--- config.mk ---
export PLATFORM = sky130hd
export DESIGN_NAME = charlie_frame_loader
export DESIGN_NICKNAME = d
export VERILOG_FILES = /design/src/rtl/charlie_frame_loader.sv
export SDC_FILE = /design/constraint.sdc
export NUM_CORES = 1
export LEC_CHECK = 0
export ABC_CLOCK_PERIOD_IN_PS = 2350
export BUFFER_PORTS_ARGS = -buffer_cell sky130_fd_sc_hd__buf_2
export CORE_MARGIN = 8
export CORE_UTILIZATION = 50
export CTS_CLUSTER_DIAMETER = 200
export CTS_CLUSTER_SIZE = 28
export DETAILED_ROUTE_END_ITERATION = 12
export PLACE_DENSITY = 0.73
export REMOVE_ABC_BUFFERS = 1
export SYNTH_ARGS = -nofsm -noshare
export SYNTH_HDL_FRONTEND = slang
export SYNTH_SLANG_ARGS = --single-unit
export TNS_END_PERCENT = 50
--- constraint.sdc ---
create_clock -name clk -period 2.35 [get_ports clk]
set_input_delay 0.3525 -clock clk [delete_from_list [all_inputs] [get_ports clk]]
set_output_delay 0.3525 -clock clk [all_outputs]
set_load 0.01 [all_outputs]
--- src/rtl/charlie_frame_loader.sv ---
// Serialises a parallel LED frame into the charlieplex scan stage shift chain.
// Holds the scan stage in load while bits shift, then enforces a display dwell.
module charlie_frame_loader #(
  parameter int FRAME_BITS = 20,
  parameter int MIN_DWELL  = 5
) (
  input  logic                  clk,
  input  logic                  rst_n,
  input  logic [FRAME_BITS-1:0] frame_data,
  input  logic                  frame_valid,
  output logic                  frame_ready,
  output logic                  ser_data,
  output logic                  ser_run,
  output logic                  busy
);

  localparam int BC_W = (FRAME_BITS > 1) ? $clog2(FRAME_BITS) : 1;
  localparam int DC_W = (MIN_DWELL > 0) ? $clog2(MIN_DWELL + 1) : 1;

  localparam logic [BC_W-1:0] BIT_LAST   = BC_W'(FRAME_BITS - 1);
  localparam logic [DC_W-1:0] DWELL_LAST = (MIN_DWELL > 0) ? DC_W'(MIN_DWELL - 1) : '0;

  typedef enum logic [1:0] {
    S_CLEAR = 2'd0,
    S_IDLE  = 2'd1,
    S_LOAD  = 2'd2,
    S_DWELL = 2'd3
  } state_t;

  // With no dwell requested, a finished frame goes straight back to IDLE.
  localparam state_t AFTER_FRAME = (MIN_DWELL == 0) ? S_IDLE : S_DWELL;

  state_t                  state_q;
  logic [BC_W-1:0]         bit_cnt_q;
  logic [FRAME_BITS-1:0]   shreg_q;
  logic [DC_W-1:0]         dwell_cnt_q;
  logic                    ser_data_q;
  logic                    ser_run_q;

  always_ff @(posedge clk or negedge rst_n) begin
    if (!rst_n) begin
      state_q     <= S_CLEAR;
      bit_cnt_q   <= '0;
      shreg_q     <= '0;
      dwell_cnt_q <= '0;
      ser_data_q  <= 1'b0;
      ser_run_q   <= 1'b0;
    end else begin
      case (state_q)
        // Shift FRAME_BITS zeros so the downstream chain starts dark.
        S_CLEAR: begin
          ser_data_q <= 1'b0;
          if (bit_cnt_q == BIT_LAST) begin
            ser_run_q   <= 1'b1;
            bit_cnt_q   <= '0;
            dwell_cnt_q <= '0;
            state_q     <= AFTER_FRAME;
          end else begin
            ser_run_q <= 1'b0;
            bit_cnt_q <= bit_cnt_q + 1'b1;
          end
        end

        S_IDLE: begin
          if (frame_valid) begin
            // MSB goes out on the accept edge itself; the rest waits in shreg.
            shreg_q    <= {frame_data[FRAME_BITS-2:0], 1'b0};
            ser_data_q <= frame_data[FRAME_BITS-1];
            ser_run_q  <= 1'b0;
            bit_cnt_q  <= '0;
            state_q    <= S_LOAD;
          end else begin
            ser_data_q <= 1'b0;
            ser_run_q  <= 1'b1;
          end
        end

        S_LOAD: begin
          if (bit_cnt_q == BIT_LAST) begin
            ser_run_q   <= 1'b1;
            ser_data_q  <= 1'b0;
            bit_cnt_q   <= '0;
            dwell_cnt_q <= '0;
            state_q     <= AFTER_FRAME;
          end else begin
            ser_data_q <= shreg_q[FRAME_BITS-1];
            shreg_q    <= {shreg_q[FRAME_BITS-2:0], 1'b0};
            bit_cnt_q  <= bit_cnt_q + 1'b1;
          end
        end

        S_DWELL: begin
          ser_run_q  <= 1'b1;
          ser_data_q <= 1'b0;
          if (dwell_cnt_q == DWELL_LAST) begin
            dwell_cnt_q <= '0;
            state_q     <= S_IDLE;
          end else begin
            dwell_cnt_q <= dwell_cnt_q + 1'b1;
          end
        end

        default: state_q <= S_CLEAR;
      endcase
    end
  end

  assign frame_ready = (state_q == S_IDLE);
  assign busy        = (state_q != S_IDLE);
  assign ser_data    = ser_data_q;
  assign ser_run     = ser_run_q;

endmodule
Word-level counts from Yosys, hierarchy flattened
Cells that the tools add are included.
- eq/ne operators: 11
- reduce and logical (&&, ||, !) cells: 10
- add/sub/neg operators: 2
- muxes and demuxes: 20
- operator list (cell ; count):
    20-bit two-way mux ; 2
    20-bit one-hot mux with 2 select lines ; 1
    5-bit two-way mux ; 2
    5-bit one-hot mux with 2 select lines ; 1
    2-bit != test (second input constant) ; 4
    2-bit two-way mux ; 3
    3-bit two-way mux ; 2
    2-bit one-hot mux with 3 select lines ; 1
    3-bit one-hot mux with 2 select lines ; 1
    3-bit AND reduction ; 2
    2-bit nonzero test ; 3
    5-bit by 1-bit adder with 5-bit output (second input constant) ; 1
    5-bit equality test (second input constant) ; 1
    1-bit two-way mux ; 5
    2-bit equality test (second input constant) ; 2
    2-bit by 1-bit != test with 1-bit output (second input constant) ; 2
    1-bit one-hot mux with 4 select lines ; 1
    2-bit AND reduction ; 2
    2-bit OR reduction ; 2
    3-bit by 1-bit adder with 3-bit output (second input constant) ; 1
    3-bit equality test (second input constant) ; 1
    1-bit one-hot mux with 3 select lines ; 1
    2-bit by 1-bit equality test with 1-bit output (second input constant) ; 1
    2-bit zero test ; 1
- logic and storage cells: 49
- register bits: 32
- output and inout bits: 4

Logic depth before layout (Yosys ltp)
- word-level depth: 4
- mapped depth: 7

Least setup slack after synthesis
No wires, ideal clock.
- kind: register -> register
- start: register bit_cnt_q[0]
- end: register shreg_q[10]
- data arrival time: 1626 ps
- cell stages (with the launch flop): 8
- path buffers: 3
- data required time: 2227 ps
- setup slack: 601 ps
- cells stage by stage: dfrtp_1 -> ha_1 -> nor4bb_2 -> buf_6 -> or2_1 -> buf_6 -> buf_8 -> o221a_1
- longest elaborated chain between the ends: 3
- ends and longest elaborated chain (item ; RTL line ; source):
    from (decl) ; 34 ; logic [BC_W-1:0] bit_cnt_q;
    from (signal assigned) ; 60 ; bit_cnt_q <= bit_cnt_q + 1'b1;
    from (signal assigned) ; 88 ; bit_cnt_q <= bit_cnt_q + 1'b1;
    5-bit equality test ; 79 ; if (bit_cnt_q == BIT_LAST) begin
    2-bit != test (no line) ; n/a ;
    3-bit AND reduction (no line) ; n/a ;
    to (signal assigned) ; 67 ; shreg_q <= {frame_data[FRAME_BITS-2:0], 1'b0};
    to (signal assigned) ; 87 ; shreg_q <= {shreg_q[FRAME_BITS-2:0], 1'b0};
    to (decl) ; 35 ; logic [FRAME_BITS-1:0] shreg_q;
Every way passes these cells.
A chain may end at the register's enable or synchronous reset.

Final worst setup path
- start: register bit_cnt_q[0]
- end: register shreg_q[14]
Same word-level chain as after synthesis.

==> impl_metrics.ini <==
[global_routing]
grt_first_pass_wirelength_um = 5350
globalRouteMet3Util_pct = 6.14
grt_remaining_overflow = 0
gr-max-usage-layer = met2
groute.layer.met1.usage_pct = 13.5
groute.usage.overall_pct = 13.3
first_global_vias = 1206
antenna_found_initial = 0
grt.met2_usage_pct = 23.2
maximum_number_of_pins_on_one_net_before_global_route_repair = 32

[logic_synthesis]
yosys.area_share.adder_pct = 2.45
yosys-mux-area-fraction_pct = 0.653
netlist_area_sq_um = 1530
sequential_element_share_of_the_synthesized_area_pct = 50.6
synth_top_cell_area_share_pct = 50.6
synthCells = 138
area_fraction_in_and_or_nand_and_nor_cells_after_synthesis_pct = 17.5
synth.cells.most_frequent = sky130_fd_sc_hd__dfrtp_1 (31), sky130_fd_sc_hd__or2_2 (18), sky130_fd_sc_hd__o221a_1 (15)
synth_largest_area_cell = sky130_fd_sc_hd__dfrtp_1
synth_xor_area_share_pct = 0.571
synth_async_sr_flop_share_pct = 100
yosysWarningCount = 0
synth_enable_flop_cells = 0
synth.ff_latch_count = 31
netlist-cell-type-count = 36
post-synth-top-count-cell = sky130_fd_sc_hd__dfrtp_1
ys.flop_type = sky130_fd_sc_hd__dfrtp_1
synth-compound-area-share_pct = 21.9
synth_top_family_by_area = compound AO/OA/AOI/OAI gates
per_instance_average_area_after_synthesis_sq_um = 11.1
ys_top_cells_by_area = sky130_fd_sc_hd__dfrtp_1 (51%), sky130_fd_sc_hd__o221a_1 (11%), sky130_fd_sc_hd__or2_2 (7.3%)

[placed_design]
placedInstanceArea_sq_um = 1670
port-buffer-count = 26
dpl.hpwl_um = 2290
place.gp.congestion = 0.790

[flow_run]
number_of_maximum_capacitance_violations = 0

[routing]
routed-via-count = 1158
drt-initial-drc-count = 68
drc = 0
drt.antenna.violating_nets = 0
avgRoutedWirePerCell_um = 15.8
via_per_inst = 5.79
wl_um = 3160
firstDrtPassIters = 4

[timing]
layout_worst_path_cycle_share_pct = 85.2
rsz0062_at_grt = false
timing.fmax_mhz = 499
max_clock_skew_ns = 0.0111
timing_max_transition_violations_final = 0
final-setup-viol-count = 0
maxSlewHeadroom_pct = 54.1
final.setup.tns_ns = 0
worst_slew_pin_slew_ns = 0.689
min_period_ns = 2.00
finalHoldViolCount = 0

[clock_network]
cts-hold-fix-buffers = 0
root_buffer = sky130_fd_sc_hd__clkbuf_4
cts_buffer_depth = 2
cts.htree.levels = 2
clk_pin_slew_ns = 0.10
clock_sinks = 31
tritoncts = done
tritoncts.num_buffers = 5
cts.repair_timing.setup_buffer_count = 0
clock_insertion_delay_worst_skew_ns = 0.33
post_cts_resized = 0

[outcome]
run_status = complete, no violations

[final_layout]
final_cell_area_sq_um = 1730
layout_overhead_on_the_synthesized_area_pct = 12.8
final_layout_size_suffix_gt1_share_pct = 35.9
diode_count = 0
nNetsFinal = 192
fillCellCount = 273

[pwr]
peak_supply_drop_v = 0.000567
powerDensity_nw_per_um2 = 1230
leakage_power_nw = 0.758

[critical_path]
path_cells = ha_1 > nor4bb_2 > or2_1 > buf_4 > o221a_1
setup.worst_path.end_class = register
critical_path_class = reg -> reg
worst_path_max_delay_cell = sky130_fd_sc_hd__nor4bb_2
slowest_delay_ns = 0.51
critPathArrivalTime_ns = 2.28
critical_path_peak_fanout = 10
worstSetupStartpointType = register
required_ns = 2.62

[floorplan]
fp.dieH_um = 71.4
std_cell_rows = 20
start_util_pct = 51.5
die_width_um = 71.4
fp.dieArea_sq_um = 5100
ioPinCount = 27
core_sq_um = 2980

[min_path]
holdCritPathClass = in -> async
## layout make-up
cell class / instances / area, sq um / share of cell area, %
tap: 33 / 41.3 / 2.39
inverter: 9 / 33.8 / 1.95
clock inverter: 3 / 20.0 / 1.16
clock buffer: 5 / 37.5 / 2.17
timing repair buffer: 30 / 160 / 9.26
sequential: 31 / 776 / 44.8
multi-input combinational: 89 / 662 / 38.3
## where the power goes
part	total [W]	switching, W	internal [W]
registers	0.000948	0.000188	0.000760
logic	0.000872	0.000428	0.000444
clock network	0.000306	0.000192	0.000114
## placed cells by master (no fill, tap or decap), drive strengths merged, types with 2 or more instances in the layout
cell / instances
a21oi: 2
and2b: 2
and3: 2
buf: 30
clkbuf: 5
clkinvlp: 2
dfrtp: 31
ha: 3
inv: 9
nand2: 5
nand2b: 4
nand3: 4
nor2: 4
o211ai: 2
o21ai: 10
o221a: 17
or2: 19
## worst paths after layout
check | startpoint | endpoint | slack, ns | cells past startpoint
hold reg to reg | shreg_q[19] | shreg_q[19] | 0.53 | 2
min in group clk | frame_data[0] | shreg_q[1] | 0.25 | 3
max in group asynchronous | rst_n | shreg_q[7] | 1.85 | 1
setup reg to reg | bit_cnt_q[0] | shreg_q[14] | 0.35 | 5
setup / recovery | bit_cnt_q[0] | shreg_q[14] | 0.35 | 5
hold / removal | rst_n | shreg_q[16] | 0.05 | 1
## through the flow
step | cells | setup WS [ns] | util (%) | total power (W) | hold WS [ns]
after floorplan | 129 | 0.421 | - | 0.00156 | 0.0569
after CTS | 200 | 0.351 | 58.1 | 0.00215 | 0.0552
after global placement | 192 | 0.466 | 56.2 | 0.00176 | 0.425
final | 200 | 0.348 | 58.1 | 0.00213 | 0.0491
after detailed placement | 192 | 0.372 | 56.2 | 0.00184 | 0.437
after global routing | 200 | 0.163 | 58.1 | 0.00231 | 0.0838
## kinds of logic (layout without fill, tap and decap cells)
| logic type | count (synthesis) | in the layout |
|---|---|---|
| fa+ha+maj | 3 | 3 |
| buf+inv | 18 | 47 |
| compound gates | 39 | 39 |
| flops | 31 | 31 |
| mux | 1 | 1 |
| xor+xnor | 1 | 1 |
| simple gates | 45 | 45 |
## layer usage
layer,part of all wire [%],vias to the layer above
li1,-,555
met1,41,566
met2,51,29
met3,6.5,8
met4,2.0,0
met5,0,-
## sequential cells by signal, indices dropped and copies added, names as in the netlist
register,cells
dwell_cnt_q,3
ser_run,1
shreg_q,19
state_q,2
ser_data,1
bit_cnt_q,5
## worst max-delay path, delay by kind of cell, from the launching register on
kind | cells | cell delay, ns
buf+inv | 1 | 0.24
fa+ha+maj | 1 | 0.23
flops | 1 | 0.40
simple gates | 2 | 0.88
compound gates | 1 | 0.20
(Power assumes the default switching activity.)
